[config.mk]
export PLATFORM = sky130hd
export DESIGN_NAME = riscv_fetch_buffer
export DESIGN_NICKNAME = d
export VERILOG_FILES = /design/src/rtl/riscv_fetch_buffer.sv
export SDC_FILE = /design/constraint.sdc
export NUM_CORES = 1
export LEC_CHECK = 0
export ABC_CLOCK_PERIOD_IN_PS = 4300
export BUFFER_PORTS_ARGS = -buffer_cell sky130_fd_sc_hd__buf_4
export CORE_ASPECT_RATIO = 0.8
export CORE_UTILIZATION = 45
export CTS_BUF_LIST = sky130_fd_sc_hd__clkbuf_16
export DETAILED_ROUTE_END_ITERATION = 8
export PLACE_DENSITY = 0.74
export SLEW_MARGIN = 20
export SYNTH_ARGS = -nofsm -noshare
export SYNTH_HDL_FRONTEND = slang
export SYNTH_SLANG_ARGS = --single-unit
[constraint.sdc]
create_clock -name clk -period 4.3 [get_ports clk]
set_input_delay 0.86 -clock clk [delete_from_list [all_inputs] [get_ports clk]]
set_output_delay 0.86 -clock clk [all_outputs]
set_load 0.1 [all_outputs]
[src/rtl/riscv_fetch_buffer.sv]
// riscv_fetch_buffer
//
// Instruction fetch stage in front of the single-cycle RISC-V datapath.
// Owns the PC, issues sequential word fetches to a variable-latency
// instruction memory, and buffers returned words together with their PCs
// in a small in-order FIFO that the datapath drains.
//
// Handshake semantics (both channels): a transfer happens on a rising clk
// edge where valid && ready are both high. valid never depends on ready of
// the same channel. The response channel has no ready: every accepted
// request produces exactly one imem_rsp_valid pulse, in request order.
//
// Ports
//   clk, a_rst        clock, asynchronous active-high reset
//   imem_req_valid    fetch request valid (credit limited)
//   imem_req_addr     fetch word address (always the current fetch PC)
//   imem_req_ready    memory accepts the request
//   imem_rsp_valid    returned instruction valid
//   imem_rsp_instr    returned instruction word
//   redirect_valid    flush buffer and restart fetch at redirect_pc
//   redirect_pc       new fetch address, low two bits ignored
//   instr_valid       FIFO head valid for the datapath
//   instr, instr_pc   FIFO head word and its PC (0 when not valid)
//   instr_ready       datapath consumes the head
module riscv_fetch_buffer #(
  parameter int          DEPTH    = 4,
  parameter logic [31:0] RESET_PC = 32'h0000_0000
) (
  input  logic        clk,
  input  logic        a_rst,
  output logic        imem_req_valid,
  output logic [31:0] imem_req_addr,
  input  logic        imem_req_ready,
  input  logic        imem_rsp_valid,
  input  logic [31:0] imem_rsp_instr,
  input  logic        redirect_valid,
  input  logic [31:0] redirect_pc,
  output logic        instr_valid,
  output logic [31:0] instr,
  output logic [31:0] instr_pc,
  input  logic        instr_ready
);

  localparam int AW = (DEPTH > 1) ? $clog2(DEPTH) : 1;
  localparam int CW = AW + 1;
  // Wide enough to add three CW-bit counters without overflow.
  localparam int SW = CW + 2;

  logic [31:0]   r_fetch_pc;
  logic [31:0]   r_rsp_pc;
  logic [AW-1:0] r_rd_ptr;
  logic [AW-1:0] r_wr_ptr;
  logic [CW-1:0] r_count;
  logic [CW-1:0] r_outstanding;
  logic [CW-1:0] r_discard;
  logic [31:0]   r_pc_mem    [DEPTH];
  logic [31:0]   r_instr_mem [DEPTH];

  logic [SW-1:0] w_used;
  logic          w_credit;
  logic          w_req_fire;
  logic          w_rsp_counted;
  logic          w_rsp_drop;
  logic          w_push;
  logic          w_pop;
  logic [31:0]   w_redirect_target;

  // Every buffered entry, live request and to-be-dropped request holds a
  // credit, so a kept response always finds a free FIFO slot.
  assign w_used   = SW'(r_count) + SW'(r_outstanding) + SW'(r_discard);
  assign w_credit = (w_used < SW'(DEPTH));

  assign imem_req_valid = !a_rst && !redirect_valid && w_credit;
  assign imem_req_addr  = r_fetch_pc;
  assign w_req_fire     = imem_req_valid && imem_req_ready;

  // A response with nothing in flight is a protocol error and is ignored.
  assign w_rsp_counted = imem_rsp_valid && ((r_discard != '0) || (r_outstanding != '0));
  assign w_rsp_drop    = imem_rsp_valid && (r_discard != '0);
  assign w_push        = imem_rsp_valid && (r_discard == '0) && (r_outstanding != '0)
                         && !redirect_valid;

  assign instr_valid = (r_count != '0) && !redirect_valid;
  assign w_pop       = instr_valid && instr_ready;
  assign instr       = instr_valid ? r_instr_mem[r_rd_ptr] : 32'h0;
  assign instr_pc    = instr_valid ? r_pc_mem[r_rd_ptr]    : 32'h0;

  assign w_redirect_target = redirect_pc & 32'hFFFF_FFFC;

  always_ff @(posedge clk or posedge a_rst) begin
    if (a_rst) begin
      r_fetch_pc    <= RESET_PC;
      r_rsp_pc      <= RESET_PC;
      r_rd_ptr      <= '0;
      r_wr_ptr      <= '0;
      r_count       <= '0;
      r_outstanding <= '0;
      r_discard     <= '0;
    end else if (redirect_valid) begin
      r_fetch_pc    <= w_redirect_target;
      r_rsp_pc      <= w_redirect_target;
      r_rd_ptr      <= '0;
      r_wr_ptr      <= '0;
      r_count       <= '0;
      // All live requests become stale; a response landing this cycle
      // retires one of them (it is dropped either way).
      r_discard     <= r_discard + r_outstanding - (w_rsp_counted ? CW'(1) : CW'(0));
      r_outstanding <= '0;
    end else begin
      if (w_req_fire) begin
        r_fetch_pc <= r_fetch_pc + 32'd4;
      end
      if (w_push) begin
        r_wr_ptr <= r_wr_ptr + AW'(1);
        r_rsp_pc <= r_rsp_pc + 32'd4;
      end
      if (w_pop) begin
        r_rd_ptr <= r_rd_ptr + AW'(1);
      end
      r_count       <= r_count + CW'(w_push) - CW'(w_pop);
      r_outstanding <= r_outstanding + CW'(w_req_fire) - CW'(w_push);
      if (w_rsp_drop) begin
        r_discard <= r_discard - CW'(1);
      end
    end
  end

  // Storage needs no reset: reads are masked by instr_valid.
  always_ff @(posedge clk) begin
    if (w_push) begin
      r_pc_mem[r_wr_ptr]    <= r_rsp_pc;
      r_instr_mem[r_wr_ptr] <= imem_rsp_instr;
    end
  end

endmodule
==> flow_summary.json <==
{
  "run_status": "complete, no violations",
  "place.detailed.instances": 1445,
  "cts.repair_timing.setup_buffer_count": 0,
  "async_flop_share_pct": 22.7,
  "grt_antenna_before_repair": 0,
  "dpl_worst_slack_ns": 0.371,
  "die-width_um": 199,
  "synthesis.yosys.warnings": 0,
  "n_antenna_cell": 0,
  "post-route-min-period_ns": 4.06,
  "critical_path_cell_sequence": "inv_1, fa_1, nor2_1, fa_1, nor2b_2, nor4b_4, nor2_1, buf_4",
  "htreeDepth": 1,
  "average_wire_per_standard_cell_um": 19.7,
  "timing_worst_slew_pin_value_ns": 0.734,
  "fp-row-count": 57,
  "via_count": 8186,
  "layout_common_cells": "sky130_fd_sc_hd__edfxtp_1 (248), sky130_fd_sc_hd__buf_4 (176), sky130_fd_sc_hd__dfrtp_1 (71)",
  "vdd_drop_max_mv": 0.505,
  "yosys.area.top_type": "sky130_fd_sc_hd__edfxtp_1",
  "grt_start_max_net_pins": 46,
  "cells_after_synth": 891,
  "port-buffer-count": 161,
  "post_cts.resized_instances": 0,
  "total_power_w": 0.00885,
  "critical-path-max-stage-delay_ns": 0.61,
  "area_share_of_the_largest_cell_type_after_synthesis_pct": 53.5,
  "part_of_the_yosys_area_used_for_sequential_elements_pct": 66.6,
  "synthDistinctLibCells": 63,
  "max_cap_viol": 0,
  "power.density_nw_per_um2": 532,
  "insertion_delay_ns": 0.55,
  "leakagePower_nw": 6.08,
  "layout.nets": 1157,
  "ys_ff_latch": 321,
  "core_um2": 30400,
  "final.period_utilization_pct": 94.4,
  "first_global_vias": 8250,
  "synth_top_flop_cell": "sky130_fd_sc_hd__edfxtp_1",
  "dr.pass1.iters": 5,
  "finalClockSkew_ns": 0.00730,
  "die_area_um2": 31600,
  "final_common_cell": "sky130_fd_sc_hd__edfxtp_1",
  "ant_nets": 0,
  "via_per_inst": 5.46,
  "timing.critical_path.to_type": "primary output",
  "drc": 0,
  "cp_slowest_cell": "sky130_fd_sc_hd__fa_1",
  "cts.clk_slew.worst_paths_ns": 0.07,
  "cts-hold-fix-buffers": 0,
  "finalMaxSlewViolations": 0,
  "grt_setup_unrepaired": "no",
  "place.detailed.hpwl_um": 19400,
  "number_of_synthesized_flops_with_an_enable_pin": 248,
  "gr-usage-all-layers_pct": 19.0,
  "layout-drive-gt1-share_pct": 29.0,
  "worst_ep_arrival_time_ns": 3.20,
  "worst-endpoint-required_ns": 3.44,
  "grt_first_pass_wirelength_um": 46700,
  "timing.slew.headroom_pct": 50.9,
  "post_synth_instance_area_um2": 13900,
  "cts_inserted_buffers": 30,
  "critical_path.startpoint_type": "register",
  "initialDrtViolationCount": 486,
  "totalNegativeSetupSlack_ns": 0,
  "area.growth.synth_to_final_pct": 19.5,
  "tritoncts": "built",
  "initial_cell_density_of_the_core_pct": 45.8,
  "die_height_um": 159,
  "timing_worst_setup_path_type": "register to primary output",
  "hp-class": "input pin to async pin",
  "gr-total-overflow": 0,
  "gp_congestion": 0.852,
  "synth_top_cells_by_area": "sky130_fd_sc_hd__edfxtp_1 (54%), sky130_fd_sc_hd__dfrtp_1 (13%), sky130_fd_sc_hd__mux4_2 (10%)",
  "root_buffer": "sky130_fd_sc_hd__clkbuf_16",
  "final_setup_viols": 0,
  "clk_path_buf_depth": 3,
  "stdcell_count": 1500,
  "hold_violations": 0,
  "totalWireLength_um": 29500,
  "io_pins": 168,
  "syn_area_per_cell_um2": 15.6,
  "clock.fmax_ghz": 0.246,
  "timing.final.ws_setup_ns": 0.242,
  "clock-sinks": 321,
  "crit_fanout": 7
}
[worst paths after layout]
kind	start	end	slack, ns	depth (start not counted)
min in group clk	imem_rsp_instr[14]	r_instr_mem[0][14]	0.51	1
max reg2reg	r_outstanding[1]	r_outstanding[2]	0.41	15
max	r_outstanding[1]	imem_req_valid	0.24	8
min reg2reg	imem_req_addr[18]	imem_req_addr[18]	0.56	1
max in group asynchronous	a_rst	r_rd_ptr[0]	3.10	3
min	a_rst	imem_req_addr[6]	0.36	2
[cell families (layout without fill, tap and decap cells)]
| group | Yosys count | in the layout | synth area share, % |
|---|---|---|---|
| compound gates | 109 | 109 | 5.29 |
| buf+inv | 82 | 275 | 2.52 |
| mux | 67 | 67 | 10.4 |
| other cells | 1 | 4 | 0.0269 |
| fa+ha+maj | 23 | 23 | 2.39 |
| simple gates | 250 | 250 | 10.3 |
| flops | 321 | 321 | 66.6 |
| xor+xnor | 38 | 38 | 2.39 |
[metal layers]
layer  GRT usage, %  part of all wire [%]
met2           28.3                    45
met4           3.39                   1.4
met5              0                     0
met1           29.7                    46
met3           3.20                   7.7
[cell type report]
type	count	area [µm²]
Fill cell	2453	13700
Multi-Input combinational cell	491	4320
Inverter	39	149
Clock buffer	33	826
Timing Repair Buffer	181	1420
Sequential cell	321	9280
Clock inverter	22	126
Tap cell	413	517
[worst max-delay path: cells and delay by family, from the launching register on]
family	cells	cell delay [ns]
adder cells (fa/ha/maj)	2	1.01
buffers and inverters	2	0.45
flip-flops	1	0.49
AND/OR/NAND/NOR	4	0.69
[power by group]
| group | switching (W) | total, W | internal, W |
|---|---|---|---|
| combinational | 0.00180 | 0.00260 | 0.000799 |
| sequential | 0.000235 | 0.00372 | 0.00348 |
| clock | 0.00110 | 0.00253 | 0.00143 |
[Yosys cell counts (all sizes together) (2+ instances only)]
cell type	n
a21boi	2
a21o	3
a21oi	18
a221o	2
a31oi	2
and2	71
and3	5
and4	3
buf	19
clkbuf	24
dfrtp	73
edfxtp	248
fa	6
ha	17
inv	39
mux2	3
mux2i	2
mux4	62
nand2	61
nand3	26
nand4	27
nor2	22
nor2b	6
nor3	12
nor3b	4
nor4	4
nor4b	2
o211ai	8
o21ai	50
o311ai	7
o31a	9
o41ai	2
or3	2
or4	3
xnor2	14
xor2	24
[flip-flops by register name, summed over array words and instances (netlist names)]
register	flops
r_outstanding	3
r_instr_mem	128
r_rsp_pc	30
r_pc_mem	120
r_count	3
r_rd_ptr	2
imem_req_addr	30
r_wr_ptr	2
r_discard	3
[per-stage QoR]
step | hold WS [ns] | area, µm² | util [%]
floorplan | 0.476 | 13900 | -
global placement | 0.521 | 15700 | 51.6
detailed placement | 0.535 | 15700 | 51.6
CTS | 0.345 | 16600 | 54.8
global route | 0.374 | 16600 | 54.8
finish | 0.356 | 16600 | 54.8
No activity file was read; power rests on OpenSTA's default activity.
